File: src/rtl/seg_pkg.sv
// Shared 7-segment definitions: segment bit positions, digit-entry layout,
// the blank code and the hex-to-segment table used by the decoder and by
// the pattern sequencer.
package seg_pkg;

  // Segment bit positions inside segout {dp,g,f,e,d,c,b,a}
  localparam int SEG_A  = 0;
  localparam int SEG_B  = 1;
  localparam int SEG_C  = 2;
  localparam int SEG_D  = 3;
  localparam int SEG_E  = 4;
  localparam int SEG_F  = 5;
  localparam int SEG_G  = 6;
  localparam int SEG_DP = 7;

  // Digit entry layout {blank, dp, hex[3:0]}
  localparam int ENT_BLANK = 5;
  localparam int ENT_DP    = 4;

  localparam logic [5:0] BLANK_CODE = 6'b100000;

  // a..g patterns for hex 0..F; entry 0 is the rightmost element
  localparam logic [15:0][6:0] HEX_SEG = {
    7'h71, 7'h79, 7'h5E, 7'h39, 7'h7C, 7'h77, 7'h6F, 7'h7F,
    7'h07, 7'h7D, 7'h6D, 7'h66, 7'h4F, 7'h5B, 7'h06, 7'h3F
  };

  function automatic logic [6:0] hex_to_seg(input logic [3:0] hex);
    return HEX_SEG[hex];
  endfunction

endpackage

File: src/rtl/seg7_decode.sv
// Combinational digit-entry decoder: {blank,dp,hex} -> {dp,g,f,e,d,c,b,a}.
module seg7_decode
  import seg_pkg::*;
(
  input  logic [5:0] code,
  output logic [7:0] seg
);

  // A set blank bit darkens the whole digit, decimal point included
  always_comb begin
    seg = 8'h00;
    if (!code[ENT_BLANK]) begin
      seg[SEG_G:SEG_A] = hex_to_seg(code[3:0]);
      seg[SEG_DP]      = code[ENT_DP];
    end
  end

endmodule

File: src/rtl/seg_frame_scanner.sv
// Double-buffered digit store with a multiplexed scan onto the 7-segment
// pins. Writes land in the back buffer; a commit publishes it to the front
// buffer only at the frame boundary so a frame is never shown half-updated.
module seg_frame_scanner
  import seg_pkg::*;
#(
  parameter int NUM_DIGITS   = 8,
  parameter int REFRESH_DIV  = 6250,
  parameter int BLANK_CYCLES = 32
) (
  input  logic       clk,
  input  logic       reset,
  input  logic       wr_valid,
  output logic       wr_ready,
  input  logic [2:0] wr_addr,
  input  logic [5:0] wr_data,
  input  logic       commit,
  output logic       swap_done,
  output logic       frame_start,
  output logic [7:0] segout,
  output logic [2:0] scanout
);

  localparam int SW = (REFRESH_DIV > 1) ? $clog2(REFRESH_DIV) : 1;
  localparam logic [SW-1:0] SLOT_LAST  = SW'(REFRESH_DIV - 1);
  localparam logic [SW-1:0] BLANK_LEN  = SW'(BLANK_CYCLES);
  localparam logic [2:0]    DIGIT_LAST = 3'(NUM_DIGITS - 1);

  logic [SW-1:0] slot_cnt, slot_nxt;
  logic [2:0]    digit, digit_nxt;
  logic          pending;
  logic [5:0]    front [NUM_DIGITS];
  logic [5:0]    back  [NUM_DIGITS];

  logic          slot_wrap, frame_wrap, swap_now, wr_fire;
  logic [5:0]    rd_entry, dec_in;
  logic [7:0]    seg_dec;

  assign wr_ready = ~pending;
  assign wr_fire  = wr_valid & ~pending;
  assign scanout  = digit;

  // Next-state of the scan position and the swap decision
  always_comb begin
    slot_wrap  = (slot_cnt == SLOT_LAST);
    slot_nxt   = slot_wrap ? '0 : slot_cnt + 1'b1;
    frame_wrap = slot_wrap && (digit == DIGIT_LAST);
    digit_nxt  = frame_wrap ? 3'd0 : (slot_wrap ? digit + 3'd1 : digit);
    swap_now   = frame_wrap & pending;
  end

  // Read mux for the digit shown next cycle; on a swap the new data is taken
  // straight from the back buffer so digit 0 never shows the stale frame
  always_comb begin
    rd_entry = BLANK_CODE;
    for (int i = 0; i < NUM_DIGITS; i++) begin
      if (digit_nxt == 3'(i)) rd_entry = swap_now ? back[i] : front[i];
    end
    dec_in = {rd_entry[ENT_BLANK] | (slot_nxt < BLANK_LEN), rd_entry[4:0]};
  end

  seg7_decode u_decode (
    .code (dec_in),
    .seg  (seg_dec)
  );

  // Prescaler, digit counter and commit/pending handshake
  always_ff @(posedge clk or negedge reset) begin
    if (!reset) begin
      slot_cnt <= '0;
      digit    <= 3'd0;
      pending  <= 1'b0;
    end else begin
      slot_cnt <= slot_nxt;
      digit    <= digit_nxt;
      if (swap_now)    pending <= 1'b0;
      else if (commit) pending <= 1'b1;
    end
  end

  // Back buffer takes accepted writes; front buffer copies it at a swap.
  // Out-of-range addresses match no entry and are silently dropped.
  always_ff @(posedge clk or negedge reset) begin
    if (!reset) begin
      for (int i = 0; i < NUM_DIGITS; i++) begin
        front[i] <= BLANK_CODE;
        back[i]  <= BLANK_CODE;
      end
    end else begin
      for (int i = 0; i < NUM_DIGITS; i++) begin
        if (wr_fire && (wr_addr == 3'(i))) back[i] <= wr_data;
        if (swap_now) front[i] <= back[i];
      end
    end
  end

  // Registered pin outputs and frame/swap pulses
  always_ff @(posedge clk or negedge reset) begin
    if (!reset) begin
      segout      <= 8'h00;
      frame_start <= 1'b0;
      swap_done   <= 1'b0;
    end else begin
      segout      <= seg_dec;
      frame_start <= frame_wrap;
      swap_done   <= swap_now;
    end
  end

endmodule
File: config.mk
export PLATFORM = sky130hd
export DESIGN_NAME = seg_frame_scanner
export DESIGN_NICKNAME = d
export VERILOG_FILES = /design/src/rtl/seg_pkg.sv /design/src/rtl/seg7_decode.sv /design/src/rtl/seg_frame_scanner.sv
export SDC_FILE = /design/constraint.sdc
export NUM_CORES = 1
export LEC_CHECK = 0
export BUFFER_PORTS_ARGS = -buffer_cell sky130_fd_sc_hd__buf_2
export CAP_MARGIN = 5
export CORE_MARGIN = 8
export CORE_UTILIZATION = 30
export DETAILED_ROUTE_END_ITERATION = 16
export PLACE_DENSITY_LB_ADDON = 0.25
export REMOVE_ABC_BUFFERS = 1
export SYNTH_ARGS = -nofsm -noshare
export SYNTH_HDL_FRONTEND = slang
export SYNTH_HIERARCHICAL = 1
export SYNTH_SLANG_ARGS = --single-unit
export TNS_END_PERCENT = 1
File: constraint.sdc
create_clock -name clk -period 4.4 [get_ports clk]
set_input_delay 0.66 -clock clk [delete_from_list [all_inputs] [get_ports clk]]
set_output_delay 0.66 -clock clk [all_outputs]
set_load 0.005 [all_outputs]
==> results of run 1 <==
-- report_power, final --
| group | internal, mW | switching, mW | total, mW |
|---|---|---|---|
| Combinational | 0.0163 | 0.0352 | 0.0516 |
| Sequential | 1.15 | 0.00604 | 1.15 |
| Clock | 1.05 | 0.497 | 1.55 |
| Total | 2.21 | 0.539 | 2.75 |
-- state kept, by name, summed over array words and instances (netlist names) --
name,cells
back,48
scanout,3
swap_done,1
frame_start,1
front,48
pending,1
segout,8
slot_cnt,13
-- metal layers --
| layer | GRT usage | vias to the layer above | part of all wire |
|---|---|---|---|
| met4 | 0.0551 | 0 | 0.023 |
| met1 | 0.158 | 1907 | 0.48 |
| met3 | 0.0293 | 20 | 0.044 |
| met2 | 0.183 | 65 | 0.45 |
| met5 | 0 | - | 0 |
| li1 | - | 1814 | - |
-- cell usage after synthesis (all sizes together) (3+ instances only) --
library cell,instances
mux2i,28
nand3b,3
and2,7
nor3b,6
a21oi,10
o21ai,6
xor2,3
nand2,57
o2bb2ai,3
nor4,5
inv,32
ha,10
or2,3
buf,13
a211oi,4
nand2b,3
clkbuf,7
nor2b,4
nor2,26
nor3,6
xnor2,7
dfrtp,107
nand4,7
o32ai,3
a21o,8
dfstp,16
nand3,7
and4bb,3
o22ai,11
mux2,63
-- layout make-up --
cell class,count,share of cell area
Clock buffer,21,0.0688
Clock inverter,11,0.0278
Sequential cell,123,0.453
Multi-Input combinational cell,319,0.354
Tap cell,234,0.0428
Inverter,32,0.0179
Timing Repair Buffer,39,0.0355
-- metrics by stage --
| stage | total power [mW] | utilization | setup slack (ps) | hold slack, ps | std cells |
|---|---|---|---|---|---|
| floorplan | 1.18 | - | -435 | 364 | 474 |
| global placement | 1.22 | 0.329 | 596 | 444 | 747 |
| detailed placement | 1.23 | 0.329 | 526 | 450 | 747 |
| CTS | 2.79 | 0.365 | 501 | 332 | 779 |
| global route | 2.84 | 0.365 | 237 | 369 | 779 |
| finish | 2.75 | 0.365 | 463 | 310 | 779 |
-- cell families (layout without fill, tap and decap cells) --
group | count (synthesis) | after routing
and+or+nand+nor | 145 | 145
DFF | 123 | 123
muxes | 92 | 92
AOI/OAI and AO/OA | 62 | 62
buffers and inverters | 52 | 103
adders and majority gates | 10 | 10
xor gates and xnor gates | 10 | 10
-- path summary, 6_finish.rpt --
| check | start | to | slack [ps] | cells after the start |
|---|---|---|---|---|
| worst max-delay path | scanout[0]$_DFF_PN0_ | segout[3]$_DFF_PN0_ | 460 | 13 |
| worst min-delay path | reset | slot_cnt[8]$_DFF_PN0_ | 310 | 1 |
| worst max register to register | scanout[0]$_DFF_PN0_ | segout[3]$_DFF_PN0_ | 460 | 13 |
| worst min register to register | front[38]$_DFF_PN0_ | front[38]$_DFF_PN0_ | 460 | 2 |
| max in group asynchronous | reset | front[41]$_DFF_PN1_ | 3220 | 2 |
| min in group clk | front[38]$_DFF_PN0_ | front[38]$_DFF_PN0_ | 460 | 2 |
-- worst max-delay path, stage by stage (launching register included) --
cell	delay (ps)
dfrtp_1	540
ha_1	280
ha_1	340
nor3b_1	300
nand4_1	200
o22a_1	360
o22ai_1	250
nor4_1	80
o2bb2ai_1	450
inv_1	170
ha_1	310
inv_1	40
mux4_2	440
nor2_1	110
==> summary.txt, run 1 <==
Status
  – Status: completed

Clock tree
  – Bufs on Longest Clock Path: 2
  – Clk sinks: 123
  – Post-CTS setup buffer count: 0
  – Post-cts resize count: 0
  – Number of CTS-inserted buffers: 17
  – Worst-path clk slew: 60 ps
  – Post-CTS Hold Buffers: 0
  – H-tree depth: 4
  – CTS tree: yes
  – Clock Latency Late Sink: 420 ps
  – Clock root cell: clkbuf_16

Synthesis
  – Leading area contributor after synthesis: dfrtp_1
  – Post-synth EDFFs: 0
  – Top_reg_cell synth: dfrtp_1
  – Compound-Gate Fraction of Synth Area: 0.0774
  – #FFs+latches synth: 123
  – Synth Cell Area: 5770 um2
  – Largest family of logic cells by synthesized area: multiplexers
  – Post-synthesis async set-or-reset flop share: 1.00
  – Post-Synth XOR/XNOR Area: 0.0152
  – Mean Syn Cell Area: 11.7 um2
  – Sequential share of the synthesized area: 0.537
  – YS warnings: 6
  – Synth Area in Simple Gates: 0.128
  – Syn Inst Count: 494
  – Synth area leaders: dfrtp_1, mux2_2, dfstp_2
  – Synth Area in Adders: 0.0217
  – Yosys cell types: 61
  – Synth top area share: 0.464
  – Post-synthesis mux area share: 0.178

Worst setup path
  – Crit path DAT: 4280 ps
  – CP Max Fanout: 14
  – CP endpoint kind: flip-flop
  – Worst path required time: 4740 ps
  – Crit start category: flip-flop
  – Crit Path Category: flip-flop to flip-flop

Timing
  – RSZ-0062 raised after global routing: false
  – Post-layout minimum cycle time: 3940 ps
  – Final Max Slew Viols: 0
  – Final setup viols: 0
  – Setup_tns: 0 ps
  – Worst Skew: 8.22 ps
  – Final hold viol count: 0
  – Worst slew pin tran: 1260 ps
  – Fin crit share: 0.895
  – Worst slew margin: 0.159
  – F_max: 254 MHz

Detailed routing
  – DR DRC count: 0
  – Via/cell ratio: 4.89
  – Drt total wl: 13600 um
  – Routed len/inst: 17.5 um
  – Post-route ant nets: 0
  – Drt first pass iters: 4
  – Drt first-iter violations: 176
  – Vias post-DR: 3806

Final layout
  – Share of cells above drive strength 1: 0.292
  – Commonest non-fill, non-tap cell in the layout: dfrtp_1
  – Final nets: 555
  – Multi-input logic area: 2420 um2
  – Most frequent cells in the layout: dfrtp_1, mux2_2, nand2_1
  – # diodes: 0
  – Layout filler cell count: 1824
  – FF/Latch Area: 3100 um2
  – Area Growth Syn to Fin: 18.5%
  – Final design area excluding fillers: 6840 um2

Place
  – GPL Wtd Cong: 0.823
  – # port buffers: 26
  – DPL Wire Length: 9360 um
  – Placed Area: 6180 um2

Global routing
  – Vias in the first global route: 3860
  – First-pass GRT wire length: 22000 um
  – GRT Total Usage: 0.120
  – Pin count of the biggest net entering global routing: 61
  – Antenna violations before repair: 0
  – Grt total ovfl: 0

Die
  – DIE AREA: 23900 um2
  – Die width: 155 um
  – Initial Util: 0.308
  – Core area: 18800 um2
  – Top Ports: 27
  – Die Y: 155 um
  – Row cnt: 50

Power
  – Power density cells: 402 nW/um2
  – Leakage: 3.49 nW
  – Maximum vdd drop: 0.233 mV

Min path
  – Worst hold path type: input port to asynchronous set/reset pin

Run
  – # Max-Cap Violations: 0
Note: power is estimated with default switching activity, not from simulation.
==> inputs of run 2 (changes only) <==
--- a/config.mk
+++ b/config.mk
@@ -11,6 +11,7 @@
 export CORE_UTILIZATION = 30
 export DETAILED_ROUTE_END_ITERATION = 16
 export PLACE_DENSITY_LB_ADDON = 0.25
+export RECOVER_POWER = 100
 export REMOVE_ABC_BUFFERS = 1
 export SYNTH_ARGS = -nofsm -noshare
 export SYNTH_HDL_FRONTEND = slang
==> run 2 against run 1 <==
Net effect: critical endpoint unchanged; sequential power barely moved; sequential share of layout area rose by 0.26 points; flip-flop and latch count did not move; highest routed layer unchanged; critical path type unchanged; global-route usage did not move; die area did not move; core utilization fell by 0.21 points; the flow now finishes with violations (capacitance limit, slew limit); combinational power fell by 3%; worst hold slack improved by 150 ps; design area fell by 0.57%.
==> summary.txt, run 2 (synthesized netlist as in run 1, its figures left out) <==
Clock tree
  – Post-CTS setup buffer count: 0 (unchanged)
  – Number of CTS-inserted buffers: 17 (unchanged)
  – Bufs on Longest Clock Path: 2 (unchanged)
  – Clk sinks: 123 (unchanged)
  – Post-cts resize count: 0 (unchanged)
  – Clock root cell: clkbuf_16 (unchanged)
  – Post-CTS Hold Buffers: 0 (unchanged)
  – CTS tree: yes (unchanged)
  – H-tree depth: 4 (unchanged)
  – Worst-path clk slew: 50 ps (was 60 ps)
  – Clock Latency Late Sink: 420 ps (about the same)

Power
  – Leakage: 3.45 nW (was 3.49 nW)
  – Power density cells: 404 nW/um2 (was 402 nW/um2)
  – Maximum vdd drop: 0.234 mV (was 0.233 mV)

Final layout
  – Commonest non-fill, non-tap cell in the layout: dfrtp_1 (unchanged)
  – Final core occ: 0.362 (was 0.365)
  – Multi-input logic area: 2420 um2 (about the same)
  – Area Growth Syn to Fin: 17.8% (was 18.5%)
  – Biggest regs: back x48, front x48, slot_cnt x13 (unchanged)
  – Final nets: 555 (unchanged)
  – Layout filler cell count: 1838 (was 1824)
  – # diodes: 0 (unchanged)
  – FF/Latch Area: 3100 um2 (unchanged)
  – Most frequent cells in the layout: dfrtp_1, nand2_1, mux2_2 (was dfrtp_1, mux2_2, nand2_1)
  – Share of cells above drive strength 1: 0.244 (was 0.292)
  – Fin cells: 779 (unchanged)

Die
  – Die Y: 155 um (unchanged)
  – Core area: 18800 um2 (unchanged)
  – Top Ports: 27 (unchanged)
  – Initial Util: 0.308 (unchanged)
  – Row cnt: 50 (unchanged)
  – DIE AREA: 23900 um2 (unchanged)
  – Die width: 155 um (unchanged)

Status
  – Failing checks: capacitance limit, slew limit
  – Status: finished, violations left (was completed)

Timing
  – F_max: 254 MHz (about the same)
  – Worst slew margin: -1.14 (was 0.159)
  – Worst slew pin tran: 3200 ps (was 1260 ps)
  – Final Max Slew Viols: 61 (was 0)
  – Final hold viol count: 0 (unchanged)
  – Fin crit share: 0.896 (was 0.895)
  – Post-layout minimum cycle time: 3940 ps (about the same)
  – RSZ-0062 raised after global routing: false (unchanged)
  – Final setup viols: 0 (unchanged)
  – Worst Skew: 8.00 ps (was 8.22 ps)

Place
  – # placed instances: 747 (unchanged)
  – # port buffers: 26 (unchanged)
  – DPL Wire Length: 9360 um (unchanged)
  – GPL Wtd Cong: 0.823 (unchanged)

Detailed routing
  – Vias post-DR: 3845 (was 3806)
  – DR DRC count: 0 (unchanged)
  – Post-route ant nets: 0 (unchanged)
  – Routed len/inst: 17.6 um (was 17.5 um)
  – Via/cell ratio: 4.94 (was 4.89)
  – Drt first pass iters: 4 (unchanged)
  – Drt total wl: 13700 um (was 13600 um)
  – Drt first-iter violations: 198 (was 176)

Global routing
  – First-pass GRT wire length: 22000 um (unchanged)
  – Pin count of the biggest net entering global routing: 61 (unchanged)
  – Vias in the first global route: 3860 (unchanged)
  – GRT Total Usage: 0.120 (unchanged)
  – Antenna violations before repair: 0 (unchanged)
  – Grt total ovfl: 0 (unchanged)

Worst setup path
  – Crit Path Category: flip-flop to flip-flop (unchanged)
  – Crit path DAT: 4280 ps (about the same)
  – CP Max Fanout: 14 (unchanged)
  – Crit start category: flip-flop (unchanged)
  – Reg2Reg Setup Slack: 460 ps (about the same)
  – Worst path required time: 4740 ps (about the same)
  – CP endpoint kind: flip-flop (unchanged)

Run
  – # Max-Cap Violations: 1 (was 0)

Min path
  – Worst hold path type: flip-flop to flip-flop (was input port to asynchronous set/reset pin)
[run 2: cell types whose count changed in the layout (fill, tap and decap cells not counted), sizes merged]
| cell | change |
|---|---|
| buf | -15 |
| clkbuf | +15 |
[run 2: area by class of cell]
type,instances,area share
well taps,234,0.0430
inverters,32,0.0180
clock buffers,21,0.0692
multi-input cells,319,0.355
repair buffers,39,0.0313
flip-flops and latches,123,0.455
clock inverters,11,0.0280
[run 2: through the flow]
stage	TNS [ps]	hold WS [ps]	worst slack [ps]	instance area, um2	power [mW]
2_1_floorplan	-2420	364	-435	5650	1.18
4_1_cts	0	332	501	6840	2.79
6_report	0	460	459	6800	2.75
3_5_place_dp	0	450	526	6180	1.23
3_3_place_gp	0	444	596	6180	1.22
5_1_grt	0	467	218	6800	2.84
[run 2: path summary, 6_finish.rpt]
kind / start / to / cells after the start
setup / recovery: scanout[0]$_DFF_PN0_ / segout[3]$_DFF_PN0_ / 13
hold / removal: front[37]$_DFF_PN0_ / front[37]$_DFF_PN0_ / 2
setup reg to reg: scanout[0]$_DFF_PN0_ / segout[3]$_DFF_PN0_ / 13
hold reg to reg: front[37]$_DFF_PN0_ / front[37]$_DFF_PN0_ / 2
max in group asynchronous: reset / back[40]$_DFFE_PN0P_ / 2
min in group asynchronous: reset / slot_cnt[8]$_DFF_PN0_ / 1
[run 2: routing by layer]
metal / global-route usage / part of all wire / vias to the layer above
li1: - / - / 1820
met1: 0.158 / 0.48 / 1930
met2: 0.183 / 0.46 / 77
met3: 0.0293 / 0.041 / 18
met4: 0.0551 / 0.020 / 0
met5: 0 / 0 / -
[run 2: critical path: stages, from the launching register on]
cell	delay (ps)
dfrtp_1	540
ha_1	280
ha_1	340
nor3b_1	300
nand4_1	200
o22a_1	360
o22ai_1	250
nor4_1	80
o2bb2ai_1	440
inv_1	170
ha_1	310
inv_1	40
mux4_2	440
nor2_1	110
[run 2: report_power, final]
part / total, mW / leakage, nW / internal [mW] / switching, mW
clock network: 1.55 / 0.323 / 1.05 / 0.500
logic: 0.0502 / 1.52 / 0.0151 / 0.0351
registers: 1.15 / 1.60 / 1.15 / 0.00594
total: 2.75 / 3.45 / 2.21 / 0.541
==> inputs of run 3 (changes only) <==
==> constraint.sdc (replaced) <==
create_clock -name clk -period 4.79 [get_ports clk]
set_input_delay 0.7185 -clock clk [delete_from_list [all_inputs] [get_ports clk]]
set_output_delay 0.7185 -clock clk [all_outputs]
set_load 0.005 [all_outputs]
==> run 3 against run 2 <==
Net effect: the flow still finishes with violations (capacitance limit, slew limit); critical path depth unchanged; power down 13%; count of clock-buffer cells in the layout up 4; combinational power down 7.8%; design area down 1.6%; clock power down 16%; sequential share of layout area up 0.73 points; flip-flop and latch count unchanged; cell count down 0.39%; register-to-register slack better by 260 ps; largest power group unchanged; highest routed layer is now met5.
==> summary.txt, run 3 (synthesized netlist as in run 1, its figures left out) <==
Place
  – # placed instances: 744 (was 747)
  – GPL Wtd Cong: 0.798 (was 0.823)
  – DPL Wire Length: 9240 um (was 9360 um)
  – # port buffers: 26 (unchanged)
  – Setup WS pre-CTS: 877 ps (was 526 ps)

Timing
  – Worst Skew: 5.80 ps (was 8.00 ps)
  – Final hold viol count: 0 (unchanged)
  – Worst hold margin: 461 ps (was 460 ps)
  – Worst slew margin: -1.30 (was -1.14)
  – Fin crit share: 0.851 (was 0.896)
  – F_max: 245 MHz (was 254 MHz)
  – Worst Slack Setup Final: 714 ps (was 459 ps)
  – Worst slew pin tran: 3450 ps (was 3200 ps)
  – Setup_tns: 0 ps (unchanged)
  – Final Max Slew Viols: 64 (was 61)
  – RSZ-0062 raised after global routing: false (unchanged)
  – Final setup viols: 0 (unchanged)
  – Post-layout minimum cycle time: 4080 ps (was 3940 ps)

Detailed routing
  – Drt first pass iters: 4 (unchanged)
  – Post-route ant nets: 0 (unchanged)
  – Vias post-DR: 3831 (was 3845)
  – Drt total wl: 13800 um (was 13700 um)
  – Via/cell ratio: 4.94 (about the same)
  – DR DRC count: 0 (unchanged)
  – Drt first-iter violations: 160 (was 198)
  – Routed len/inst: 17.8 um (was 17.6 um)

Final layout
  – # diodes: 0 (unchanged)
  – FF/Latch Area: 3100 um2 (unchanged)
  – Fin cells: 776 (was 779)
  – Layout filler cell count: 1872 (was 1838)
  – Biggest regs: back x48, front x48, slot_cnt x13 (unchanged)
  – Final nets: 552 (was 555)
  – Share of cells above drive strength 1: 0.242 (was 0.244)
  – Most frequent cells in the layout: dfrtp_1, mux2_2, nand2_1 (was dfrtp_1, nand2_1, mux2_2)
  – Multi-input logic area: 2400 um2 (was 2420 um2)
  – Commonest non-fill, non-tap cell in the layout: dfrtp_1 (unchanged)
  – Area Growth Syn to Fin: 16.0% (was 17.8%)

Status
  – Failing checks: capacitance limit, slew limit (unchanged)
  – Status: finished, violations left (unchanged)

Worst setup path
  – Worst r2r path cells: 13 (unchanged)
  – Crit start category: flip-flop (unchanged)
  – Reg2Reg Setup Slack: 710 ps (was 460 ps)
  – Crit Path Category: flip-flop to flip-flop (unchanged)
  – Crit path DAT: 4420 ps (was 4280 ps)
  – CP Max Fanout: 17 (was 14)
  – Worst path required time: 5130 ps (was 4740 ps)
  – CP endpoint kind: flip-flop (unchanged)

Clock tree
  – Number of CTS-inserted buffers: 17 (unchanged)
  – Clock Latency Late Sink: 420 ps (about the same)
  – Bufs on Longest Clock Path: 2 (unchanged)
  – Post-CTS setup buffer count: 0 (unchanged)
  – Clock root cell: clkbuf_16 (unchanged)
  – CTS tree: yes (unchanged)
  – Clk sinks: 123 (unchanged)
  – Post-CTS Hold Buffers: 0 (unchanged)
  – H-tree depth: 4 (unchanged)
  – Post-cts resize count: 0 (unchanged)
  – Worst-path clk slew: 50 ps (about the same)

Power
  – Leakage: 3.39 nW (was 3.45 nW)
  – Power density cells: 359 nW/um2 (was 404 nW/um2)
  – Maximum vdd drop: 0.173 mV (was 0.234 mV)

Die
  – Die width: 155 um (unchanged)
  – DIE AREA: 23900 um2 (unchanged)
  – Core area: 18800 um2 (unchanged)
  – Top Ports: 27 (unchanged)
  – Initial Util: 0.308 (unchanged)
  – Die Y: 155 um (unchanged)
  – Row cnt: 50 (unchanged)

Global routing
  – Antenna violations before repair: 1 (was 0)
  – Vias in the first global route: 4073 (was 3860)
  – Grt total ovfl: 0 (unchanged)
  – Pin count of the biggest net entering global routing: 64 (was 61)
  – First-pass GRT wire length: 22900 um (was 22000 um)
  – GRT Total Usage: 0.125 (was 0.120)

Min path
  – Worst hold path type: flip-flop to flip-flop (unchanged)
  – Hold depth: 2 (unchanged)

Run
  – # Max-Cap Violations: 1 (unchanged)
[run 3: changes by cell type in the layout (fill, tap and decap cells not counted), sizes merged]
cell    change
bufinv      -2
clkbuf      +3
buf         -2
clkinv      -2
[run 3: worst paths after layout]
path,to,startpoint
min in group asynchronous,scanout[1]$_DFF_PN0_,reset
max in group asynchronous,back[2]$_DFFE_PN0P_,reset
setup / recovery,segout[3]$_DFF_PN0_,slot_cnt[1]$_DFF_PN0_
setup reg to reg,segout[3]$_DFF_PN0_,slot_cnt[1]$_DFF_PN0_
hold / removal,front[39]$_DFF_PN0_,front[39]$_DFF_PN0_
hold reg to reg,front[39]$_DFF_PN0_,front[39]$_DFF_PN0_
[run 3: report_power, final]
part	internal [mW]	total [mW]	switching, mW
registers	1.05	1.06	0.00559
logic	0.0135	0.0463	0.0328
clock network	0.856	1.30	0.443
[run 3: routing by layer]
| metal | global-route usage | routed length (um) |
|---|---|---|
| met5 | 0 | 13 |
| met4 | 0.0499 | 279 |
| met3 | 0.0343 | 527 |
| met2 | 0.193 | 6330 |
| met1 | 0.163 | 6660 |
[run 3: layout make-up]
cell class	count	share of cell area
flip-flops and latches	123	0.463
multi-input cells	319	0.359
clock buffers	25	0.0725
well taps	234	0.0437
repair buffers	36	0.0269
inverters	32	0.0183
clock inverters	7	0.0168
[run 3: worst max-delay path: stages, from the launching register on]
cell       delay [ps]
dfrtp_1           400
inv_1              60
ha_1              140
and4bb_1          340
and3_1            630
mux2i_2           690
a21o_1            160
o32ai_1            70
o2bb2ai_1         450
inv_1             170
ha_1              310
inv_1              40
mux4_2            430
nor2_1             90
[run 3: per-stage QoR]
step                area [um2]  utilization  total power, mW
floorplan                 5650            -             1.09
global placement          6150        0.327             1.12
detailed placement        6150        0.327             1.13
CTS                       6740        0.359             2.44
global route              6700        0.357             2.48
finish                    6700        0.357             2.40
